## src/rtl/galvani_spi_slave.sv

```systemverilog
// galvani_spi_slave
// Stimulator-side receiver for the 4-lane SPI command link. All serial inputs
// are oversampled in the CLK domain, one WORD_BITS word is deserialized per
// lane per frame, decoded into per-lane shadow registers, and committed to the
// active registers on a TRG_SLV rising edge.
//
// Ports:
//   CLK, RST          oversampling clock, synchronous active-high reset
//   SCLK, CSb, MOSI   serial clock, frame select (active low), per-lane data
//   RST_SLV           level-sensitive slave reset (clears shadows/actives/RX_CMD)
//   TRG_SLV           commit strobe, rising edge loads ACT_* from shadows
//   RX_CMD            last good raw word per lane, lane k at [16k+15:16k]
//   RX_VALID          one-cycle pulse per accepted frame
//   FRAME_ERR         one-cycle pulse per frame with the wrong bit count
//   ACT_*             active decoded fields per lane
//   UPDATE            one-cycle pulse when ACT_* load
module galvani_spi_slave #(
    parameter int unsigned N_LANES     = 4,
    parameter int unsigned WORD_BITS   = 16,
    parameter int unsigned SYNC_STAGES = 2
) (
    input  logic                           CLK,
    input  logic                           RST,
    input  logic                           SCLK,
    input  logic                           CSb,
    input  logic                           RST_SLV,
    input  logic                           TRG_SLV,
    input  logic [N_LANES-1:0]             MOSI,
    output logic [N_LANES*WORD_BITS-1:0]   RX_CMD,
    output logic                           RX_VALID,
    output logic                           FRAME_ERR,
    output logic [N_LANES-1:0]             ACT_MODE,
    output logic [N_LANES-1:0]             ACT_BIAS_SEL,
    output logic [N_LANES*7-1:0]           ACT_BIAS_AMP,
    output logic [N_LANES*5-1:0]           ACT_ADDR,
    output logic [N_LANES*8-1:0]           ACT_AMP,
    output logic                           UPDATE
);

    localparam logic [1:0] StIdle  = 2'd0;
    localparam logic [1:0] StShift = 2'd1;
    localparam logic [1:0] StCheck = 2'd2;

    // Synchronizer bundle layout: {MOSI, TRG_SLV, RST_SLV, CSb, SCLK}
    localparam int unsigned SW = N_LANES + 4;
    localparam logic [SW-1:0] IdleLvl = SW'(2);  // CSb idles high, all else low
    // Edge-detect copies: {TRG_SLV, CSb, SCLK}
    localparam logic [2:0] IdleEdge = 3'b010;

    logic [SYNC_STAGES-1:0][SW-1:0] sync_q, sync_d;
    logic [2:0]                     prev_q, prev_d;

    logic [1:0] state_q, state_d;
    logic [4:0] count_q, count_d;

    logic [N_LANES-1:0][WORD_BITS-1:0] shift_q, shift_d;
    logic [N_LANES-1:0][WORD_BITS-1:0] rx_cmd_q, rx_cmd_d;
    logic rx_valid_q, rx_valid_d;
    logic frame_err_q, frame_err_d;
    logic update_q, update_d;

    logic [N_LANES-1:0]      sh_mode_q, sh_mode_d, sh_bsel_q, sh_bsel_d;
    logic [N_LANES-1:0][6:0] sh_bamp_q, sh_bamp_d;
    logic [N_LANES-1:0][4:0] sh_addr_q, sh_addr_d;
    logic [N_LANES-1:0][7:0] sh_amp_q, sh_amp_d;

    logic [N_LANES-1:0]      act_mode_q, act_mode_d, act_bsel_q, act_bsel_d;
    logic [N_LANES-1:0][6:0] act_bamp_q, act_bamp_d;
    logic [N_LANES-1:0][4:0] act_addr_q, act_addr_d;
    logic [N_LANES-1:0][7:0] act_amp_q, act_amp_d;

    logic [SW-1:0]      sync_out;
    logic [N_LANES-1:0] mosi_s;
    logic               rst_slv_s, sclk_rise, csb_fall, csb_rise, trg_rise;

    assign sync_out  = sync_q[SYNC_STAGES-1];
    assign mosi_s    = sync_out[SW-1:4];
    assign rst_slv_s = sync_out[2];
    assign sclk_rise =  sync_out[0] & ~prev_q[0];
    assign csb_fall  = ~sync_out[1] &  prev_q[1];
    assign csb_rise  =  sync_out[1] & ~prev_q[1];
    assign trg_rise  =  sync_out[3] & ~prev_q[2];

    always_comb begin
        sync_d[0] = {MOSI, TRG_SLV, RST_SLV, CSb, SCLK};
        for (int unsigned i = 1; i < SYNC_STAGES; i++) begin
            sync_d[i] = sync_q[i-1];
        end
        prev_d = {sync_out[3], sync_out[1], sync_out[0]};
    end

    always_comb begin
        state_d     = state_q;
        count_d     = count_q;
        shift_d     = shift_q;
        rx_cmd_d    = rx_cmd_q;
        rx_valid_d  = 1'b0;
        frame_err_d = 1'b0;
        update_d    = 1'b0;
        sh_mode_d   = sh_mode_q;
        sh_bsel_d   = sh_bsel_q;
        sh_bamp_d   = sh_bamp_q;
        sh_addr_d   = sh_addr_q;
        sh_amp_d    = sh_amp_q;
        act_mode_d  = act_mode_q;
        act_bsel_d  = act_bsel_q;
        act_bamp_d  = act_bamp_q;
        act_addr_d  = act_addr_q;
        act_amp_d   = act_amp_q;

        if (rst_slv_s) begin
            // Partial frames are dropped silently; serial activity is ignored.
            state_d    = StIdle;
            rx_cmd_d   = '0;
            sh_mode_d  = '0;
            sh_bsel_d  = '0;
            sh_bamp_d  = '0;
            sh_addr_d  = '0;
            sh_amp_d   = '0;
            act_mode_d = '0;
            act_bsel_d = '0;
            act_bamp_d = '0;
            act_addr_d = '0;
            act_amp_d  = '0;
        end else begin
            unique case (state_q)
                StIdle: begin
                    if (csb_fall) begin
                        count_d = '0;
                        shift_d = '0;
                        state_d = StShift;
                    end
                end
                StShift: begin
                    if (sclk_rise) begin
                        for (int unsigned k = 0; k < N_LANES; k++) begin
                            shift_d[k] = {shift_q[k][WORD_BITS-2:0], mosi_s[k]};
                        end
                        count_d = (count_q == 5'd31) ? count_q : count_q + 5'd1;
                    end
                    if (csb_rise) begin
                        state_d = StCheck;
                    end
                end
                StCheck: begin
                    if (count_q == 5'(WORD_BITS)) begin
                        rx_cmd_d   = shift_q;
                        rx_valid_d = 1'b1;
                        // Bias words touch only bias fields, amplitude words only
                        // address/amplitude; the untouched fields are held.
                        for (int unsigned k = 0; k < N_LANES; k++) begin
                            sh_mode_d[k] = shift_q[k][15];
                            if (!shift_q[k][15]) begin
                                sh_bsel_d[k] = shift_q[k][14];
                                sh_bamp_d[k] = shift_q[k][13:7];
                            end else begin
                                sh_addr_d[k] = shift_q[k][14:10];
                                sh_amp_d[k]  = shift_q[k][7:0];
                            end
                        end
                    end else begin
                        frame_err_d = 1'b1;
                    end
                    state_d = StIdle;
                end
                default: state_d = StIdle;
            endcase

            // Commit from the next-state shadows so a trigger coinciding with
            // frame acceptance picks up the freshly decoded word.
            if (trg_rise) begin
                act_mode_d = sh_mode_d;
                act_bsel_d = sh_bsel_d;
                act_bamp_d = sh_bamp_d;
                act_addr_d = sh_addr_d;
                act_amp_d  = sh_amp_d;
                update_d   = 1'b1;
            end
        end
    end

    always_ff @(posedge CLK) begin
        if (RST) begin
            sync_q      <= {SYNC_STAGES{IdleLvl}};
            prev_q      <= IdleEdge;
            state_q     <= StIdle;
            count_q     <= '0;
            shift_q     <= '0;
            rx_cmd_q    <= '0;
            rx_valid_q  <= 1'b0;
            frame_err_q <= 1'b0;
            update_q    <= 1'b0;
            sh_mode_q   <= '0;
            sh_bsel_q   <= '0;
            sh_bamp_q   <= '0;
            sh_addr_q   <= '0;
            sh_amp_q    <= '0;
            act_mode_q  <= '0;
            act_bsel_q  <= '0;
            act_bamp_q  <= '0;
            act_addr_q  <= '0;
            act_amp_q   <= '0;
        end else begin
            sync_q      <= sync_d;
            prev_q      <= prev_d;
            state_q     <= state_d;
            count_q     <= count_d;
            shift_q     <= shift_d;
            rx_cmd_q    <= rx_cmd_d;
            rx_valid_q  <= rx_valid_d;
            frame_err_q <= frame_err_d;
            update_q    <= update_d;
            sh_mode_q   <= sh_mode_d;
            sh_bsel_q   <= sh_bsel_d;
            sh_bamp_q   <= sh_bamp_d;
            sh_addr_q   <= sh_addr_d;
            sh_amp_q    <= sh_amp_d;
            act_mode_q  <= act_mode_d;
            act_bsel_q  <= act_bsel_d;
            act_bamp_q  <= act_bamp_d;
            act_addr_q  <= act_addr_d;
            act_amp_q   <= act_amp_d;
        end
    end

    assign RX_CMD       = rx_cmd_q;
    assign RX_VALID     = rx_valid_q;
    assign FRAME_ERR    = frame_err_q;
    assign UPDATE       = update_q;
    assign ACT_MODE     = act_mode_q;
    assign ACT_BIAS_SEL = act_bsel_q;
    assign ACT_BIAS_AMP = act_bamp_q;
    assign ACT_ADDR     = act_addr_q;
    assign ACT_AMP      = act_amp_q;

endmodule

```

## config.mk

```make
export PLATFORM = sky130hd
export DESIGN_NAME = galvani_spi_slave
export DESIGN_NICKNAME = d
export VERILOG_FILES = /design/src/rtl/galvani_spi_slave.sv
export SDC_FILE = /design/constraint.sdc
export NUM_CORES = 1
export LEC_CHECK = 0
export ABC_CLOCK_PERIOD_IN_PS = 4200
export BUFFER_PORTS_ARGS = -buffer_cell sky130_fd_sc_hd__buf_2
export CORE_ASPECT_RATIO = 2
export CORE_MARGIN = 5
export CORE_UTILIZATION = 35
export DETAILED_ROUTE_END_ITERATION = 7
export GPL_TIMING_DRIVEN = 0
export PLACE_DENSITY = 0.55
export SETUP_SLACK_MARGIN = 0.5
export SLEW_MARGIN = 20
export SYNTH_ARGS = -nofsm -noshare
export SYNTH_HDL_FRONTEND = slang
export SYNTH_SLANG_ARGS = --single-unit
```

## constraint.sdc

```tcl
create_clock -name CLK -period 4.2 [get_ports CLK]
set_input_delay 0.42 -clock CLK [delete_from_list [all_inputs] [get_ports CLK]]
set_output_delay 0.42 -clock CLK [all_outputs]
set_load 0.02 [all_outputs]
```

==> results.json, run 1 <==
{
  "critPathBufInv": 4,
  "worstSetupPathType": "flop to flop",
  "p_seq_share_pct": 51.1,
  "period_share_pct": 60.31,
  "place.gp.congestion": 0.8613,
  "drtPass1Iterations": 5,
  "cellLeakagePower_nw": 5.594,
  "p_total_mw": 6.314,
  "grt_pass1_wl_um": 57910,
  "worstPathCellList": "inv_1, ha_1, nor4bb_1, buf_2, nand2_1, buf_2, buf_2, nand2_1, a21oi_1",
  "rsz0062_at_grt": "no",
  "cp_slowest_cell": "nand2_1",
  "grtUsageTotal_pct": 19.86,
  "placed_area_sq_um": 12980,
  "grt_max_degree": 16,
  "synth_cells": 1253,
  "clockPowerShare_pct": 43.6,
  "finish.utilization_pct": 42.52,
  "endpoint_kind": "flop",
  "drive_gt1_share_pct": 16.73,
  "required_ns": 4.62,
  "synth_largest_area_cell": "dfxtp_1",
  "cts.root.buffer_cell": "clkbuf_16",
  "yosysTopAreaCellShare_pct": 57.39,
  "max_freq_mhz": 394.8,
  "grt-ovfl-total": 0,
  "die_x_um": 138.8,
  "cts_setup_buffers": 0,
  "vias": 9777,
  "period_minus_slack_ns": 2.533,
  "yosysWarnings": 0,
  "cts_hold_buf": 0,
  "power.density_nw_per_um2": 452.6,
  "p_sw_mw": 1.489,
  "worstPathMaxFanout": 10,
  "cts_buffer_depth": 3,
  "antenna_found_initial": 1,
  "ys_types": 34,
  "clock_skew_ns": 0.01029,
  "setup_viol": 0,
  "viasPerCell": 5.138,
  "drt-total-wl_um": 38230,
  "syn_area_per_cell_sq_um": 9.271,
  "post_cts_resized": 0,
  "drc": 0,
  "synth-seq-cells": 333,
  "dp_cells": 1849,
  "ir_worst_vdd_mv": 0.2787,
  "clkSinkCount": 333,
  "ant_nets": 0,
  "path_clk_slew_ns": 0.07,
  "maxSlewHeadroom_pct": 39.46,
  "initial_utilization_pct": 35.40,
  "p_int_mw": 4.825,
  "synth_area_sq_um": 11620,
  "drtIter0Drc": 557,
  "arrival_ns": 2.95,
  "status": "finished, final reports clean",
  "io_pins": 165,
  "maxSlewViolCount": 0,
  "fp.coreArea_sq_um": 32810,
  "wl_per_cell_um": 20.09,
  "die_h_um": 267.6,
  "cts_tree": "yes",
  "dieArea_sq_um": 37150,
  "async_reset_ff_share_pct": 0,
  "synth_nets": 1266,
  "grt_pass1_vias": 9875,
  "final_cells": 1903,
  "synth_edf_count": 0,
  "hp-class": "input pin to flop",
  "htreeDepth": 1,
  "combPwrFrac_pct": 5.3,
  "rows": 94,
  "place_hpwl_um": 28020,
  "num-nets-final": 1461,
  "crit_top_cell": "buf_2",
  "path_delay_family": "buffers and inverters",
  "final_cell_area_sq_um": 13950,
  "power_switching_share_pct": 23.59,
  "io_buffers": 164,
  "clock_latency_ns": 0.56,
  "synth-seq-area-share_pct": 57.39,
  "ys.flop_type": "dfxtp_1",
  "fillerInstances": 3351,
  "syn_to_final_growth_pct": 20.10,
  "finalHoldViolCount": 0,
  "worst_pin_slew_ns": 0.9081,
  "timing.max_cap.violations": 0,
  "max_stage_delay_ns": 0.37,
  "setup_tns_ns": 0,
  "synthTopCellsByArea": "dfxtp_1, a21oi_1, mux2i_1",
  "start_kind": "flop",
  "cts_made_buffers": 29
}
worst register-to-register path, cell delays in order, from the launching register on:
cell and delay (ns):
dfxtp_1 0.34, inv_1 0.08, ha_1 0.16, nor4bb_1 0.36, buf_2 0.32, nand2_1 0.37, buf_2 0.38, buf_2 0.24
nand2_1 0.09, a21oi_1 0.06
power groups by stage:
| stage | Combinational [mW] | Sequential (mW) | Clock (mW) |
|---|---|---|---|
| floorplan | 0.146 | 3.34 | 0 |
| finish | 0.332 | 3.23 | 2.76 |
| global placement | 0.331 | 3.30 | 0 |
| detailed placement | 0.333 | 3.30 | 0 |
| global route | 0.358 | 3.23 | 2.93 |
| CTS | 0.335 | 3.23 | 2.81 |
path summary, 6_finish.rpt:
kind	start	endpoint	slack [ns]	cells past startpoint
setup / recovery	count_q[0]$_SDFFE_PP0P_	RX_CMD[0]$_SDFFE_PP0P_	1.67	9
hold / removal	CSb	sync_d[9]$_SDFF_PP1_	0.05	2
setup reg to reg	count_q[0]$_SDFFE_PP0P_	RX_CMD[0]$_SDFFE_PP0P_	1.67	9
hold reg to reg	sync_d[9]$_SDFF_PP1_	sync_out[1]$_SDFF_PP1_	0.42	1
flip-flops by register name, summed over array words and instances, names as in the netlist:
register      cells
ACT_BIAS_SEL      4
sh_amp_q         32
ACT_BIAS_AMP     28
UPDATE            1
shift_q          64
sh_mode_q         4
count_q           5
sh_bamp_q        28
RX_CMD           64
sh_addr_q        20
ACT_ADDR         20
ACT_AMP          32
ACT_MODE          4
FRAME_ERR         1
state_q           2
sh_bsel_q         4
sync_d            8
prev_q            3
sync_out          8
RX_VALID          1
logic make-up after synthesis:
logic type      Yosys count  share of synthesized area [%]
simple gates            331                          13.85
compound gates          387                          16.91
buf+inv                 114                          4.201
fa+ha+maj                 4                         0.4093
flops                   333                          57.39
mux                      84                          7.238
placed cells by master, fill, tap and decap left out, types with 3 or more instances in the layout:
cell type  instances
nor2_1            92
mux2i_1           84
ha_1               3
nand2_1          126
o21ai_0          156
nor2b_1           20
clkbuf_16         29
a21boi_1           4
clkinv_2           7
nand3_1           16
nor3_4             4
buf_6              6
clkbuf_8           9
inv_1              5
nand4_1           52
a21oi_1          221
clkbuf_1          94
buf_2            176
or2_2              4
dfxtp_1          333
nand3_4            4
final cells by class:
| class | instances | area [sq um] | share of cell area, % |
|---|---|---|---|
| Inverter | 5 | 18.77 | 0.1345 |
| Tap cell | 432 | 540.5 | 3.874 |
| Antenna cell | 1 | 2.502 | 0.01794 |
| Clock inverter | 10 | 102.6 | 0.7354 |
| Timing Repair Buffer | 164 | 820.8 | 5.883 |
| Multi-Input combinational cell | 806 | 4462 | 31.98 |
| Sequential cell | 333 | 6666 | 47.78 |
| Buffer | 109 | 469.2 | 3.363 |
| Clock buffer | 43 | 868.3 | 6.224 |
synthesized netlist by cell type, drive strengths merged (3+ instances only):
library cell  count
dfxtp           333
a21oi           221
o21ai           157
nand2           126
nor2             93
clkbuf           89
mux2i            84
nand4            52
buf              20
nand3            20
nor2b            20
nor3              6
inv               5
a21boi            4
or2               4
ha                3
routing by layer:
metal  GRT usage (%)  part of all wire (%)  vias up
met5               0                     0        -
met2           36.97                    53      246
met1           21.93                    39     4729
li1                -                     -     4731
met4           10.30                   4.6        0
met3           2.466                   3.6       71
through the flow:
stage	setup slack [ns]	hold WS [ns]
after floorplan	2.365	0.3895
after global placement	1.683	0.3982
after detailed placement	1.670	0.4079
after CTS	1.642	0.02624
after global routing	1.462	0.04354
final	1.667	0.04893
Power figures use the tool's default switching activity.
==> run 2: changes to the inputs <==
- ABC_AREA: unset -> 1
- ABC_CLOCK_PERIOD_IN_PS: 4200 -> 2300
- PLACE_DENSITY: 0.55 -> 0.57
- clock period: 4.2 -> 2.3 ns (I/O delays scaled with it)
==> run 2 against run 1 <==
Compared with the run above: combinational power grew to 2.9 times the previous value; first-iteration DRC count grew 3.8%; worst setup slack lost 1.1 ns; die area grew 5.8%; cell count grew 22%; count of clock-buffer cells in the layout grew 3; total power grew 95%; register-to-register slack lost 1.1 ns; flip-flop and latch count is the same; critical path type unchanged; clock power grew 92%.
==> results.json, run 2 <==
{
  "status": "finished, final reports clean",
  "antenna_found_initial": 0,
  "vias": 11240,
  "clkSinkCount": 333,
  "synth_top_family_by_area": "simple AND/OR/NAND/NOR gates",
  "synthSimpleGateAreaFrac_pct": 22.01,
  "power.density_nw_per_um2": 805.4,
  "start_kind": "flop",
  "wl_per_cell_um": 17.42,
  "ant_nets": 0,
  "io_buffers": 163,
  "drc": 0,
  "p_sw_mw": 3.095,
  "ir_worst_vdd_mv": 0.6857,
  "clock_latency_ns": 0.57,
  "drt-total-wl_um": 40600,
  "synth_area_sq_um": 12330,
  "num_antenna_cells": 0,
  "syn_area_per_cell_sq_um": 7.484,
  "rsz0062_at_grt": "no",
  "drtPass1Iterations": 5,
  "required_ns": 2.79,
  "dieArea_sq_um": 39320,
  "ys_types": 24,
  "cts_made_buffers": 30,
  "combPwrFrac_pct": 7.7,
  "finalHoldViolCount": 0,
  "synth_cells": 1648,
  "max_stage_delay_ns": 0.34,
  "fp.coreArea_sq_um": 34950,
  "cts_buffer_depth": 3,
  "worstPathMaxFanout": 10,
  "die_h_um": 275.5,
  "ys_top_cells_by_count": "nand2_1, dfxtp_1, inv_1",
  "num-nets-final": 1875,
  "final_common_cell": "nand2_1",
  "grt_pass1_wl_um": 60460,
  "final_cells": 2331,
  "synth_nets": 1661,
  "place.gp.congestion": 0.8775,
  "synthTopCellsByArea": "dfxtp_1, nand2_1, a21oi_1",
  "yosysWarnings": 0,
  "drive_gt1_share_pct": 18.61,
  "synth_largest_area_cell": "dfxtp_1",
  "synth-seq-cells": 333,
  "viasPerCell": 4.820,
  "htreeDepth": 1,
  "worstHoldStart": "RST",
  "maxSlewViolCount": 0,
  "fillerInstances": 3590,
  "die_x_um": 142.7,
  "p_seq_share_pct": 49.3,
  "clock_skew_ns": 0.01465,
  "worstSetupPathType": "flop to flop",
  "ys.flop_type": "dfxtp_1",
  "cts.root.buffer_cell": "clkbuf_16",
  "cp_slowest_cell": "dfxtp_2",
  "period_minus_slack_ns": 1.760,
  "cellLeakagePower_nw": 6.900,
  "initial_utilization_pct": 35.29,
  "p_int_mw": 9.228,
  "max_freq_mhz": 568.2,
  "startpoint": "count_q[1]$_SDFFE_PP0P_",
  "clockPowerShare_pct": 43.0,
  "setup_viol": 0,
  "muxShareOfSynthArea_pct": 0,
  "dp_cells": 2256,
  "worst_pin_slew_ns": 0.6085,
  "drtIter0Drc": 578,
  "worstPathCellList": "inv_2, ha_2, nand2_4, inv_2, nand2_4, nor2_4, buf_6, buf_16, buf_8, nand2_1, a21oi_1",
  "synth_fa_ha_area_share_pct": 0.3043,
  "hp-class": "input pin to flop",
  "critPathBufInv": 5,
  "rows": 97,
  "p_total_mw": 12.32,
  "cts_tree": "yes",
  "async_reset_ff_share_pct": 0,
  "io_pins": 165,
  "yosysMostFrequentCell": "nand2_1",
  "endpoint_kind": "flop",
  "maxSlewHeadroom_pct": 59.43,
  "synth-compound-area-share_pct": 12.88,
  "path_clk_slew_ns": 0.07,
  "place_hpwl_um": 30610,
  "period_share_pct": 76.52,
  "synth-seq-area-share_pct": 54.05,
  "power_switching_share_pct": 25.12,
  "timing.max_cap.violations": 0,
  "arrival_ns": 2.25,
  "yosysTopAreaCellShare_pct": 54.05,
  "syn_to_final_growth_pct": 24.06,
  "synthXorXnorAreaFrac_pct": 0,
  "grt_pass1_vias": 10930,
  "grt_max_degree": 16,
  "layout_common_cells": "nand2_1, dfxtp_1, inv_1",
  "synth_edf_count": 0,
  "path_delay_family": "buffers and inverters",
  "timing.rr.start": "count_q[1]$_SDFFE_PP0P_",
  "grtUsageTotal_pct": 19.85,
  "grt-ovfl-total": 0
}
[run 2: power by group through the flow]
stage / clock network (mW) / registers (mW) / logic [mW]
6_report: 5.30 / 6.07 / 0.951
5_1_grt: 5.60 / 6.09 / 1.05
4_1_cts: 5.38 / 6.07 / 0.935
3_5_place_dp: 0 / 6.20 / 0.913
3_3_place_gp: 0 / 6.20 / 0.904
2_1_floorplan: 0 / 6.24 / 0.510
[run 2: through the flow]
step | TNS [ns] | worst slack [ns] | instance area [sq um] | hold slack [ns] | util [%]
floorplan | 0 | 0.7770 | 12330 | 0.3338 | -
global placement | -0.3530 | -0.04391 | 13710 | 0.3934 | 39.21
detailed placement | -0.1256 | -0.01905 | 13710 | 0.3967 | 39.21
CTS | 0 | 0.4333 | 14970 | 0.09864 | 42.84
global route | 0 | 0.4951 | 15300 | 0.1054 | 43.78
finish | 0 | 0.5400 | 15300 | 0.1091 | 43.78
[run 2: repair_timing]
| action | CTS | global route |
|---|---|---|
| hold buffers | 8 | 0 |
| setup endpoints to repair | 232 | 273 |
| hold endpoints to repair | 8 | 0 |
| setup buffers | 3 | 3 |
| gates resized for setup | 40 | 109 |
| pin swaps | 1 | 14 |
| gates cloned | 2 | 3 |
[run 2: cells by family (layout without fill, tap and decap cells)]
family,Yosys count,after routing
buffers and inverters,332,568
AND/OR/NAND/NOR,663,665
AO/OA/AOI/OAI,317,317
adder cells (fa/ha/maj),3,3
flip-flops,333,333
[run 2: layout make-up]
| cell class | count | area, sq um | area share [%] |
|---|---|---|---|
| Timing Repair Buffer | 180 | 1022 | 6.680 |
| Multi-Input combinational cell | 985 | 4519 | 29.53 |
| Sequential cell | 333 | 6669 | 43.58 |
| Tap cell | 445 | 556.8 | 3.639 |
| Inverter | 229 | 862.1 | 5.634 |
| Clock inverter | 10 | 120.1 | 0.7850 |
| Buffer | 103 | 620.6 | 4.056 |
| Clock buffer | 46 | 932.1 | 6.092 |
[run 2: layer usage]
layer | vias to the layer above | GRT usage [%] | wire length, um
li1 | 5599 | - | -
met1 | 5264 | 19.94 | 14560
met2 | 286 | 39.05 | 22060
met3 | 87 | 1.976 | 1614
met4 | 0 | 10.54 | 2367
met5 | - | 0 | 0
[run 2: worst paths after layout]
kind	end	slack (ns)	depth (start not counted)
setup / recovery	RX_CMD[37]$_SDFFE_PP0P_	0.54	11
hold / removal	sync_d[9]$_SDFF_PP1_	0.11	2
setup reg to reg	RX_CMD[37]$_SDFFE_PP0P_	0.54	11
hold reg to reg	sync_out[6]$_SDFF_PP0_	0.40	2
